$ cat src/rtl/operand_fetch_stage.sv
// RV32I decode/operand-fetch stage: operand forwarding, immediate generation, load-use hazard
// detection and the ID/EX register. Define OPFETCH_STALL_CNT_EN to add the stall_count output.
module operand_fetch_stage #(
    parameter int unsigned XLEN   = 32,
    parameter int unsigned REG_AW = 5
) (
    input  logic              clk,
    input  logic              rst_n,
    input  logic              if_valid,
    input  logic [31:0]       if_instr,
    input  logic [XLEN-1:0]   if_pc,
    output logic              id_ready,
    output logic [REG_AW-1:0] ReadAdd1,
    output logic [REG_AW-1:0] ReadAdd2,
    input  logic [XLEN-1:0]   Data1,
    input  logic [XLEN-1:0]   Data2,
    input  logic              write_en,
    input  logic [REG_AW-1:0] WriteAdd,
    input  logic [XLEN-1:0]   Reg_WriteData,
    input  logic              mem_fwd_valid,
    input  logic [REG_AW-1:0] mem_fwd_rd,
    input  logic [XLEN-1:0]   mem_fwd_data,
    input  logic              flush,
    input  logic              ex_ready,
    output logic              ex_valid,
    output logic [XLEN-1:0]   ex_pc,
    output logic [XLEN-1:0]   ex_rs1_val,
    output logic [XLEN-1:0]   ex_rs2_val,
    output logic [XLEN-1:0]   ex_imm,
    output logic [REG_AW-1:0] ex_rd,
    output logic [6:0]        ex_opcode,
    output logic [2:0]        ex_funct3,
    output logic [6:0]        ex_funct7,
`ifdef OPFETCH_STALL_CNT_EN
    output logic [31:0]       stall_count,
`endif
    output logic              ex_is_load
);

    localparam logic [6:0] OpR      = 7'b0110011;
    localparam logic [6:0] OpStore  = 7'b0100011;
    localparam logic [6:0] OpBranch = 7'b1100011;
    localparam logic [6:0] OpImm    = 7'b0010011;
    localparam logic [6:0] OpLoad   = 7'b0000011;
    localparam logic [6:0] OpJalr   = 7'b1100111;
    localparam logic [6:0] OpLui    = 7'b0110111;
    localparam logic [6:0] OpAuipc  = 7'b0010111;
    localparam logic [6:0] OpJal    = 7'b1101111;

    logic [6:0]        opcode;
    logic [REG_AW-1:0] rs1, rs2;
    logic              uses_rs1, uses_rs2;
    logic [31:0]       imm32;
    logic [XLEN-1:0]   rs1_val, rs2_val;
    logic              hazard;

    logic              ex_valid_q;
    logic [XLEN-1:0]   ex_pc_q, ex_rs1_val_q, ex_rs2_val_q, ex_imm_q;
    logic [REG_AW-1:0] ex_rd_q;
    logic [6:0]        ex_opcode_q, ex_funct7_q;
    logic [2:0]        ex_funct3_q;
    logic              ex_is_load_q;

    assign opcode   = if_instr[6:0];
    assign rs1      = if_instr[15 +: REG_AW];
    assign rs2      = if_instr[20 +: REG_AW];
    assign ReadAdd1 = rs1;
    assign ReadAdd2 = rs2;

    always_comb begin
        uses_rs1 = 1'b0;
        uses_rs2 = 1'b0;
        imm32    = '0;
        case (opcode)
            OpR: begin
                uses_rs1 = 1'b1;
                uses_rs2 = 1'b1;
            end
            OpStore: begin
                uses_rs1 = 1'b1;
                uses_rs2 = 1'b1;
                imm32    = {{20{if_instr[31]}}, if_instr[31:25], if_instr[11:7]};
            end
            OpBranch: begin
                uses_rs1 = 1'b1;
                uses_rs2 = 1'b1;
                imm32    = {{19{if_instr[31]}}, if_instr[31], if_instr[7], if_instr[30:25],
                            if_instr[11:8], 1'b0};
            end
            OpImm, OpLoad, OpJalr: begin
                uses_rs1 = 1'b1;
                imm32    = {{20{if_instr[31]}}, if_instr[31:20]};
            end
            OpLui, OpAuipc: imm32 = {if_instr[31:12], 12'b0};
            OpJal: imm32 = {{11{if_instr[31]}}, if_instr[31], if_instr[19:12], if_instr[20],
                            if_instr[30:21], 1'b0};
            default: ;
        endcase
    end

    // MEM result is younger than the WB write, so it wins; x0 is hardwired.
    always_comb begin
        rs1_val = Data1;
        if (rs1 == '0)                                 rs1_val = '0;
        else if (mem_fwd_valid && (mem_fwd_rd == rs1)) rs1_val = mem_fwd_data;
        else if (write_en && (WriteAdd == rs1))        rs1_val = Reg_WriteData;
    end

    always_comb begin
        rs2_val = Data2;
        if (rs2 == '0)                                 rs2_val = '0;
        else if (mem_fwd_valid && (mem_fwd_rd == rs2)) rs2_val = mem_fwd_data;
        else if (write_en && (WriteAdd == rs2))        rs2_val = Reg_WriteData;
    end

    assign hazard = if_valid && ex_valid_q && ex_is_load_q && (ex_rd_q != '0) &&
                    ((uses_rs1 && (ex_rd_q == rs1)) || (uses_rs2 && (ex_rd_q == rs2)));

    assign id_ready = flush || (!hazard && (!ex_valid_q || ex_ready));

    always_ff @(posedge clk or negedge rst_n) begin
        if (!rst_n) begin
            ex_valid_q   <= 1'b0;
            ex_pc_q      <= '0;
            ex_rs1_val_q <= '0;
            ex_rs2_val_q <= '0;
            ex_imm_q     <= '0;
            ex_rd_q      <= '0;
            ex_opcode_q  <= '0;
            ex_funct3_q  <= '0;
            ex_funct7_q  <= '0;
            ex_is_load_q <= 1'b0;
        end else if (flush) begin
            ex_valid_q <= 1'b0;
        end else if (ex_valid_q && !ex_ready) begin
            ex_valid_q <= ex_valid_q;
        end else if (hazard) begin
            ex_valid_q <= 1'b0;
        end else begin
            ex_valid_q <= if_valid;
            if (if_valid) begin
                ex_pc_q      <= if_pc;
                ex_rs1_val_q <= rs1_val;
                ex_rs2_val_q <= rs2_val;
                ex_imm_q     <= XLEN'($signed(imm32));
                ex_rd_q      <= if_instr[7 +: REG_AW];
                ex_opcode_q  <= opcode;
                ex_funct3_q  <= if_instr[14:12];
                ex_funct7_q  <= if_instr[31:25];
                ex_is_load_q <= (opcode == OpLoad);
            end
        end
    end

`ifdef OPFETCH_STALL_CNT_EN
    logic [31:0] stall_count_q;

    // Counts only genuine bubbles: flush and downstream backpressure take precedence.
    always_ff @(posedge clk or negedge rst_n) begin
        if (!rst_n) begin
            stall_count_q <= '0;
        end else if (!flush && !(ex_valid_q && !ex_ready) && hazard) begin
            stall_count_q <= stall_count_q + 32'd1;
        end
    end

    assign stall_count = stall_count_q;
`endif

    assign ex_valid   = ex_valid_q;
    assign ex_pc      = ex_pc_q;
    assign ex_rs1_val = ex_rs1_val_q;
    assign ex_rs2_val = ex_rs2_val_q;
    assign ex_imm     = ex_imm_q;
    assign ex_rd      = ex_rd_q;
    assign ex_opcode  = ex_opcode_q;
    assign ex_funct3  = ex_funct3_q;
    assign ex_funct7  = ex_funct7_q;
    assign ex_is_load = ex_is_load_q;

endmodule

$ cat config.mk
export PLATFORM = sky130hd
export DESIGN_NAME = operand_fetch_stage
export DESIGN_NICKNAME = d
export VERILOG_FILES = /design/src/rtl/operand_fetch_stage.sv
export SDC_FILE = /design/constraint.sdc
export NUM_CORES = 1
export LEC_CHECK = 0
export ABC_CLOCK_PERIOD_IN_PS = 2300
export CORE_MARGIN = 2
export CORE_UTILIZATION = 38
export CTS_CLUSTER_SIZE = 20
export DETAILED_ROUTE_END_ITERATION = 8
export PLACE_DENSITY = 0.78
export SLEW_MARGIN = 20
export SYNTH_ARGS = -nofsm -noshare
export SYNTH_HDL_FRONTEND = slang
export SYNTH_SLANG_ARGS = --single-unit
$ cat constraint.sdc
create_clock -name clk -period 2.3 [get_ports clk]
set_clock_uncertainty 0.05 [all_clocks]
set_input_delay 0.23 -clock clk [delete_from_list [all_inputs] [get_ports clk]]
set_output_delay 0.23 -clock clk [all_outputs]
set_load 0.02 [all_outputs]
==> results of run 1 <==
==> worst min path at each step <==
| stage | from | endpoint | slack, ns |
|---|---|---|---|
| after detailed placement | rst_n | ex_opcode[6] | 0.17 |
| after global placement | rst_n | ex_opcode[6] | 0.15 |
| final | rst_n | ex_opcode[6] | 0.27 |
| after global routing | rst_n | ex_opcode[6] | 0.30 |
| after floorplan | rst_n | ex_funct3[0] | -0.12 |
| after CTS | rst_n | ex_opcode[6] | 0.27 |
==> registers in the layout, indices dropped and copies added, names as in the netlist <==
signal      flops
ex_rs1_val     32
ex_funct7       7
ex_pc          32
ex_funct3       3
ex_valid        1
ex_rd           5
ex_rs2_val     32
ex_imm         32
ex_opcode       7
ex_is_load      1
==> synth_stat cells (2+ instances only) <==
cell type  count  area share (%)
mux2_2        72             9.9
a21o_1         2            0.18
o21ai_0       69             4.2
xor2_1        25             2.7
mux2_4        53             9.7
buf_4         19             1.7
buf_2          8            0.49
xnor2_1        5            0.53
mux2i_1       26             3.2
and3_1         3            0.23
a21oi_1       21             1.3
nor3b_1        3            0.27
nor2_1         4            0.18
nor4_1         6            0.46
inv_1         26             1.2
or2_2          2            0.15
nand3_1        5            0.31
a31oi_1       65             5.0
nor2b_1        2            0.15
clkbuf_1      36             1.7
or3_1          2            0.15
dfrtp_1      152              46
buf_8          6             1.1
nor3_1         4            0.24
nand4_1        2            0.15
nand2_1      138             6.3
a22o_1         5            0.53
==> layout make-up <==
class	instances	area (µm²)	share of cell area (%)
Clock buffer	17	425	3.09
Clock inverter	15	158	1.14
Inverter	26	97.6	0.708
Multi-Input combinational cell	526	3930	28.5
Sequential cell	152	3810	27.6
Tap cell	275	344	2.50
Timing Repair Buffer	480	5020	36.4
==> cell usage in the layout, fill, tap and decap left out, types with 6 or more instances in the layout <==
| master | Yosys | layout |
|---|---|---|
| buf_8 | 6 | 11 |
| a21oi_1 | 21 | 21 |
| buf_4 | 19 | 64 |
| xor2_1 | 25 | 25 |
| mux2_2 | 72 | 68 |
| buf_12 | 1 | 19 |
| mux2i_1 | 26 | 26 |
| clkbuf_16 | 0 | 17 |
| inv_1 | 26 | 26 |
| inv_6 | 0 | 6 |
| mux2_4 | 53 | 57 |
| buf_16 | 0 | 7 |
| o21ai_0 | 69 | 69 |
| buf_6 | 1 | 9 |
| a31oi_1 | 65 | 63 |
| clkdlybuf4s50_1 | 0 | 367 |
| nand2_1 | 138 | 138 |
| dfrtp_1 | 152 | 149 |
==> stage by stage <==
step           cell area (µm²)  total power, mW  hold WS, ns  TNS (ns)
2_1_floorplan             8190             4.71       -0.116         0
3_3_place_gp             12700             6.32        0.153    -52.24
3_5_place_dp             12700             6.37        0.167    -56.03
4_1_cts                  13700             9.32        0.268    -10.58
5_1_grt                  13800             9.67        0.302    -16.47
6_report                 13800             9.31        0.271     -8.41
==> what timing repair did <==
item,CTS,global route
setup buffers,7,6
pin swaps,0,3
resized for setup,42,36
cloned,7,0
hold endpoints to repair,46,0
hold buffers,1,0
endpoints found under the setup margin,124,152
==> cells by family after synthesis <==
kind of cell           after synthesis  synth area share [%]
buffers and inverters               98                  6.60
flip-flops                         152                  46.4
AO/OA/AOI/OAI                      167                  11.7
multiplexers                       151                  22.8
XOR/XNOR                            30                  3.21
AND/OR/NAND/NOR                    178                  9.27
==> power breakdown <==
part           internal (mW)  switching, mW  leakage (nW)
registers               3.09          0.255          1.86
clock network           1.54           1.29         0.284
logic                   1.77           1.36          3.93
total                   6.40           2.91          6.08
==> worst max-delay path, stage by stage (launching register included) <==
cell and delay (ns):
dfrtp_2 0.46, or4_4 0.53, o2111ai_2 0.20, a21o_1 0.13
nand4b_1 0.12, buf_6 0.17, buf_12 0.15, buf_12 0.13
buf_16 0.13, mux2_2 0.26
==> metal layers <==
metal,track usage [%],vias up,share of wire (%)
met5,0,-,0
met1,32.4,3816,40
met3,6.17,63,8.0
met2,43.6,366,49
li1,-,3570,-
met4,10.0,0,3.1
==> impl_results.md, run 1 <==
* Status: finished with violations
* Failing checks: setup timing
* Arrival time worst endpoint at 2.69 ns
* Max Transition Viols Final at 0
* Slew HR at 67.3%
* Register bit total from synthesis at 152
* Maximum clock frequency at 0.410 GHz
* Final Core Density at 65.4%
* Post-DRT Antenna Nets at 0
* Final Cycle Share at 106%
* Layout cells sized above 1 at 23.4%
* DRC Markers at 0
* CP endpoint: ex_rs1_val[11]
* Clk Latency, worst-skew pair at 0.42 ns
* Number of global-route vias before repair at 8177
* Final global-route overflow total at 0
* Die Width at 151 µm
* P&R area growth vs syn at 68.3%
* Initial cell density of the core at 38.8%
* RSZ-0062 raised after global routing: yes
* Htree depth at 4
* Number of synthesized flops with an enable pin at 0
* R2r endpoint: ex_rs1_val[11]
* Global Route Usage Sum at roughly 26%
* Tmin final at roughly 2.4 ns
* Synth Warn # at 0
* Fillcell total at about 1600
* Crit Path Max Fanout at 7
* PwrDens at between 600 and 700 nW/µm²
* Max-Cap Viols at 0
* Final worst setup slack at -0.137 ns
* Ys flop type: dfrtp_1
* Worst Hold Class: input pin to async pin
* Endpoints failing hold at 0
* Final std cells w/o fill at 1491
* Synth unique cells at 42
* Setup violations, final at 139
* Sequential share of the synthesized area at 46.4%
* Worst-path clk slew at 0.08 ns
* Post-Syn Nets at 985
* Worst endpoint required time at 2.56 ns
* Syn Area/Cell at 10.6 µm²
* Dpl hpwl at 21.6 mm
* CTS tree: yes
* Vias/cell at 5.24
* Synth async-reset ratio at 100%
* Tightest Pin Transition at 0.491 ns
* Nets at 1412
* RePlAce Congestion at between 0.9 and 1
* Worst r2r path cells at 9
* TritonCTS Buffers at 17
* Worst setup SP type: register
* Peak supply drop at between 0.0004 and 0.0005 V
* Per-cell routed wire length at ~20 µm
* Die H at approximately 150 µm
* PortBufs at 371
* Core area at 21100 µm²
* Critical Path Start: ex_rd[1]
* Mapped Cells at 776
* Setup slack at placement at -0.561 ns
* Mapped Area at about 8200 µm²
* Die area at 22700 µm²
* Reg-to-Reg Start: ex_rd[1]
* Num ports at 372
* Crit. End Element: register
* First-pass GRT wire length at 44.8 mm
* DRT Wirelength at 30.1 mm
* Vias post-DR at between 7000 and 8000
* 1st-iter DRT viols at around 470
* Clock sinks at roughly 150
* Antenna violations before repair at 0
* WS Path Type: register to register
* Core Rows at 53
* Largest net degree at the start of global routing at 62
* CTS Buffer Depth at 2
* R2R Setup Slk at -0.14 ns
* LEAKAGE at 6.08 nW
* Root Driver: clkbuf_16
* Number of cells after detailed placement at 1441
* Ant. Diodes at 0
* Drt first pass iters at 5
(Power assumes the default switching activity.)
==> inputs of run 2 (changes only) <==
ABC_CLOCK_PERIOD_IN_PS = 3050   (was 2300)
CORE_AREA = 2 2 142 144   (was default)
CORE_MARGIN = default   (was 2)
CORE_UTILIZATION = default   (was 38)
DIE_AREA = 0 0 144 146   (was default)
PLACE_DENSITY = 0.82   (was 0.78)
clock period = 3.05 ns   (was 2.3 ns; I/O delays follow)
==> impl_results.md, run 2 (same netlist as run 1, synthesis figures left out) <==
* R2r endpoint: ex_opcode[5]
* Arrival time worst endpoint at 2.52 ns (-0.17 ns)
* WS Path Type: register to output port
* Worst-path clk slew at 0.07 ns (about the same)
* PortBufs at 371 (unchanged)
* Slew HR at 61.7% (-5.5 points)
* Number of global-route vias before repair at 7955 (-2.7%)
* Num ports at 372 (unchanged)
* Core Rows at 51 (-3.8%)
* Global route hottest layer: met2
* Core area at 19300 µm² (-8.3%)
* P&R area growth vs syn at 57.6%
* Vias/cell at 5.39 (+2.9%)
* PwrDens at 550 nW/µm² (-19%)
* Critical path depth at 5 (-4)
* Root Driver: clkbuf_16
* Maximum clock frequency at 0.347 GHz
* Worst endpoint required time at 2.69 ns (+0.13 ns)
* Global Route Usage Sum at 27.7% (+1.8 points)
* Footprint of the multi-input gates at 3850 µm² (-1.9%)
* Fillcell total at 1457 (-9.2%)
* Peak supply drop at 0.000346 V (-30%)
* DRC Markers at 0 (unchanged)
* Tmin final at 2.88 ns
* First-pass GRT wire length at 44.7 mm (-0.32%)
* DRT Wirelength at 29.1 mm (-3.1%)
* RSZ-0062 raised after global routing: no
* Design area at 12900 µm² (-6.4%)
* Final Cycle Share at 94.4%
* Status: finished, final reports clean
* Max Transition Viols Final at 0 (unchanged)
* Reg-to-Reg Start: ex_rd[1]
* Drt first pass iters at 6 (+1)
* Slowest stage cell, crit path: clkdlybuf4s50_1
* Met3 Usage GRT at 7.47% (+1.3 points)
* Final global-route overflow total at 0 (unchanged)
* Clk Latency, worst-skew pair at 0.42 ns (about the same)
* CP endpoint: id_ready
* Endpoints failing hold at 0 (unchanged)
* CP Buf/Inv Count at 1 (-3)
* Clock sinks at 152 (unchanged)
* Antenna violations before repair at 0 (unchanged)
* Setup Fix Bufs, Post-CTS at 0 (-7)
* Most frequent cells in the layout: clkdlybuf4s50_1 (370), dfrtp_1 (152), nand2_1 (138)
* CTS Buffer Depth at 2 (unchanged)
* Slowest Stage Delay on Critical Path at 0.63 ns (+0.10 ns)
* Layout cells sized above 1 at 17.7% (-5.8 points)
* Worst-path cell chain: or4_1 > o2111ai_1 > a21o_1 > a21o_1 > clkdlybuf4s50_1
* Per-cell routed wire length at 20.6 µm (+2.2%)
* Vias post-DR at 7623 (-2.5%)
* Worst Hold Class: input pin to async pin
* Worst r2r path cells at 7 (-2)
* Setup violations, final at 0 (-100%)
* Post-DRT Antenna Nets at 0 (unchanged)
* Hold_buf cts at 1 (unchanged)
* Htree depth at 4 (unchanged)
* Die H at 146 µm (-3.2%)
* Cell family with most CP delay: buffers and inverters
* Initial cell density of the core at 42.4% (+3.5 points)
* Worst setup SP type: register
* Met1 usage at 34.6% (+2.2 points)
* TritonCTS Buffers at 17 (unchanged)
* Crit Path Max Fanout at 5 (-2)
* Post-CTS sizing at 0 (-100%)
* Nets at 1344 (-4.8%)
* Met2 usage at 44.9% (+1.3 points)
* Die area at 21000 µm² (-7.5%)
* Max-Cap Viols at 0 (unchanged)
* FF+latch area at 3800 µm² (about the same)
* 1st-iter DRT viols at 544 (+16%)
* Dpl hpwl at 21.0 mm (-2.8%)
* Critical Path Start: ex_rd[1]
* Tightest Pin Transition at 0.574 ns (+0.0827 ns)
* Crit. End Element: output port
* R2R Setup Slk at 0.53 ns (+0.67 ns)
* CTS tree: yes
* RePlAce Congestion at 0.916 (+1.4%)
* Setup TNS Final at 0 ns (+8.41 ns)
* LEAKAGE at 5.62 nW (-7.5%)
* Most used cell, CP: a21o_1
* Die Width at 144 µm (-4.5%)
* Placed Area at 12200 µm² (-3.5%)
* Largest net degree at the start of global routing at 65 (+4.8%)
* Commonest non-fill, non-tap cell in the layout: clkdlybuf4s50_1
==> run 2: changes by cell type in the layout (fill, tap and decap cells not counted), moves of 5 or more <==
cell	delta
buf_4	-35
buf_8	-11
buf_12	-8
buf_6	-8
buf_16	-7
nor4_1	+5
nor4_2	-5
==> run 2: report_power, final <==
part           total (mW)  switching (mW)  internal, mW
sequential           2.53           0.195          2.33
clock                2.38           0.966          1.41
combinational        2.19           0.979          1.22
total                7.10            2.14          4.96
==> run 2: worst min path at each step <==
stage | slack (ns) | from | cells past startpoint | to
final | 0.37 | rst_n | 2 | ex_imm[2]
after global routing | 0.43 | if_pc[16] | 2 | ex_pc[16]
after CTS | 0.40 | rst_n | 2 | ex_imm[2]
after detailed placement | 0.26 | rst_n | 1 | ex_imm[2]
after global placement | 0.26 | rst_n | 1 | ex_imm[2]
after floorplan | -0.04 | rst_n | 0 | ex_funct3[0]
==> run 2: worst register-to-register path, cell delays in order, from the launching register on <==
cell and delay [ns]:
dfrtp_1 0.47, or4_1 0.56, o2111ai_1 0.19, a21o_1 0.13, nand4b_1 0.23, buf_4 0.25
buf_4 0.21, mux2_4 0.32
==> run 2: per-stage QoR <==
| step | setup WS [ns] | utilization [%] | cells | hold WS, ns | power, mW |
|---|---|---|---|---|---|
| CTS | 0.163 | 66.7 | 1413 | 0.397 | 7.16 |
| floorplan | 0.749 | - | 776 | -0.0406 | 3.55 |
| finish | 0.170 | 66.8 | 1414 | 0.371 | 7.10 |
| detailed placement | 0.150 | 63.3 | 1380 | 0.263 | 4.75 |
| global route | 0.0844 | 66.7 | 1413 | 0.425 | 7.39 |
| global placement | 0.181 | 63.3 | 1380 | 0.264 | 4.71 |
==> run 2: area by class of cell <==
type	count	share of cell area (%)
repair buffers	412	32.3
flip-flops and latches	152	29.5
diodes	1	0.0194
inverters	26	0.756
clock buffers	17	3.30
well taps	265	2.57
clock inverters	15	1.76
multi-input cells	526	29.9
==> run 2: per-layer routing <==
metal | wire, µm | vias up
met5 | 0 | -
met3 | 2730 | 82
met4 | 996 | 0
met2 | 14200 | 435
li1 | - | 3424
met1 | 11200 | 3682
==> RTL edit, RTL diff (flow settings as in run 1) <==
`XLEN`: 32 -> 24.
--- a/src/rtl/operand_fetch_stage.sv
+++ b/src/rtl/operand_fetch_stage.sv
@@ -1,7 +1,7 @@
 // RV32I decode/operand-fetch stage: operand forwarding, immediate generation, load-use hazard
 // detection and the ID/EX register. Define OPFETCH_STALL_CNT_EN to add the stall_count output.
 module operand_fetch_stage #(
-    parameter int unsigned XLEN   = 32,
+    parameter int unsigned XLEN   = 24,
     parameter int unsigned REG_AW = 5
 ) (
     input  logic              clk,
Interface: changed (9 resized); port bits go from 372 to 300. No check against the original RTL was run, so the function may have changed too.
==> RTL edit against run 1 <==
- the flow still finishes with violations (setup timing)
- setup slack better by 0.071 ns
- power down 18%
- wire length down 29%
- sequential cell count down 32
- combinational power down 18%
- fmax up 3.0%
- clock power down 13%
- design area down 19%
- global-route usage down 3.8 points
- largest cell class unchanged
- count of clock-buffer cells in the layout unchanged
- area after synthesis down 17%
- critical path type unchanged
==> RTL edit: results (changes against run 1) <==
post-synthesis xor/xnor area fraction - 0.03886 (+0.006775)
area of the multi-input gates - 0.003437 mm^2 (-13%)
Post-CTS Resized - 25 (-40%)
Placed Instances - 1106 (-23%)
syn nets - 737 (-25%)
Iter 0 DRT Violations - 287 (-39%)
first-pass GRT wire length - 31.80 mm (-29%)
normalized max-slew margin - 0.4072 (-0.2654)
M3 GR Usage - 0.05666 (-0.005088)
commonest cells in the synthesized netlist - dfrtp_1 (120), mux2_4 (85), mux2i_1 (62)
Lkg Pwr - 4.952 nW (-19%)
Int Pwr - 0.005332 W (-17%)
Clock power frac - 0.320 (+0.016)
compound-gate portion of the synthesized area - 0.09882 (-0.01791)
DP HPWL - 15.97 mm (-26%)
hold_ws - 0.3532 ns (+0.08188 ns)
M2 GR Usage - 0.3759 (-0.06001)
via/cell ratio - 4.999 (-4.6%)
worst r2r src - ex_rd[4]$_DFFE_PN0P_
crit-path max FO - 15 (+8)
max incr delay on CP - 0.41 ns (-0.12 ns)
setup bufs post-CTS - 1 (-6)
failing checks - setup timing
crit path max-delay cell type - dfrtp_1
Synth area leaders - dfrtp_1 (44%), mux2_4 (19%), mux2i_1 (9.2%), a21oi_1 (4.4%), o21ai_0 (3.7%)
post-place setup slack - -0.4530 ns (+0.1079 ns)
Yosys cell types - 36 (-14%)
min-delay worst type - in -> reg
mux cell area share after synthesis - 0.3155 (+0.08755)
GP Congestion - 0.8713 (-3.5%)
WP data arrival - 2.61 ns (-0.08 ns)
Routed met1 length - 8.893 mm (-27%)
wire length on met3 - 1.531 mm (-37%)
WL per Instance - 18.72 um (-7.2%)
clock-pin slew on the worst setup and hold paths - 0.06 ns (-0.02 ns)
Area after DPL - 0.01041 mm^2 (-18%)
Logic pwr share - 0.335 (about the same)
fillcell total - 1351 (-16%)
Final setup viols - 80 (-42%)
DR vias - 5719 (-27%)
Fin Setup TNS - -2.481 ns (+5.927 ns)
worst setup margin - -0.06599 ns (+0.07062 ns)
VDD IR max - 480.5 uV (-2.2%)
status - finished with violations
==> RTL edit: cell types whose count changed in the layout (fill, tap and decap cells not counted), sizes merged, moves of 4 or more <==
cell	change
a21oi	+37
a31oi	-65
buf	-33
clkdlybuf4s50	-71
dfrtp	-32
inv	-13
mux2	-19
mux2i	+36
nand2	-122
nor2	+4
o21ai	-19
==> RTL edit: area by class of cell <==
class | count | share of cell area
timing repair buffer | 377 | 0.3457
inverter | 15 | 0.005032
tap | 225 | 0.02516
sequential | 120 | 0.2684
clock buffer | 17 | 0.03802
multi-input combinational | 375 | 0.3072
clock inverter | 15 | 0.01051
==> RTL edit: worst max-delay path by stage <==
stage | end | slack [ns] | cells past startpoint
after floorplan | ex_funct3[0]$_DFFE_PN0P_ | 0.09 | 7
after global placement | id_ready | -0.52 | 8
after detailed placement | id_ready | -0.45 | 8
after CTS | id_ready | -0.09 | 7
after global routing | ex_imm[1]$_DFFE_PN0P_ | -0.16 | 9
final | ex_funct3[1]$_DFFE_PN0P_ | -0.07 | 9
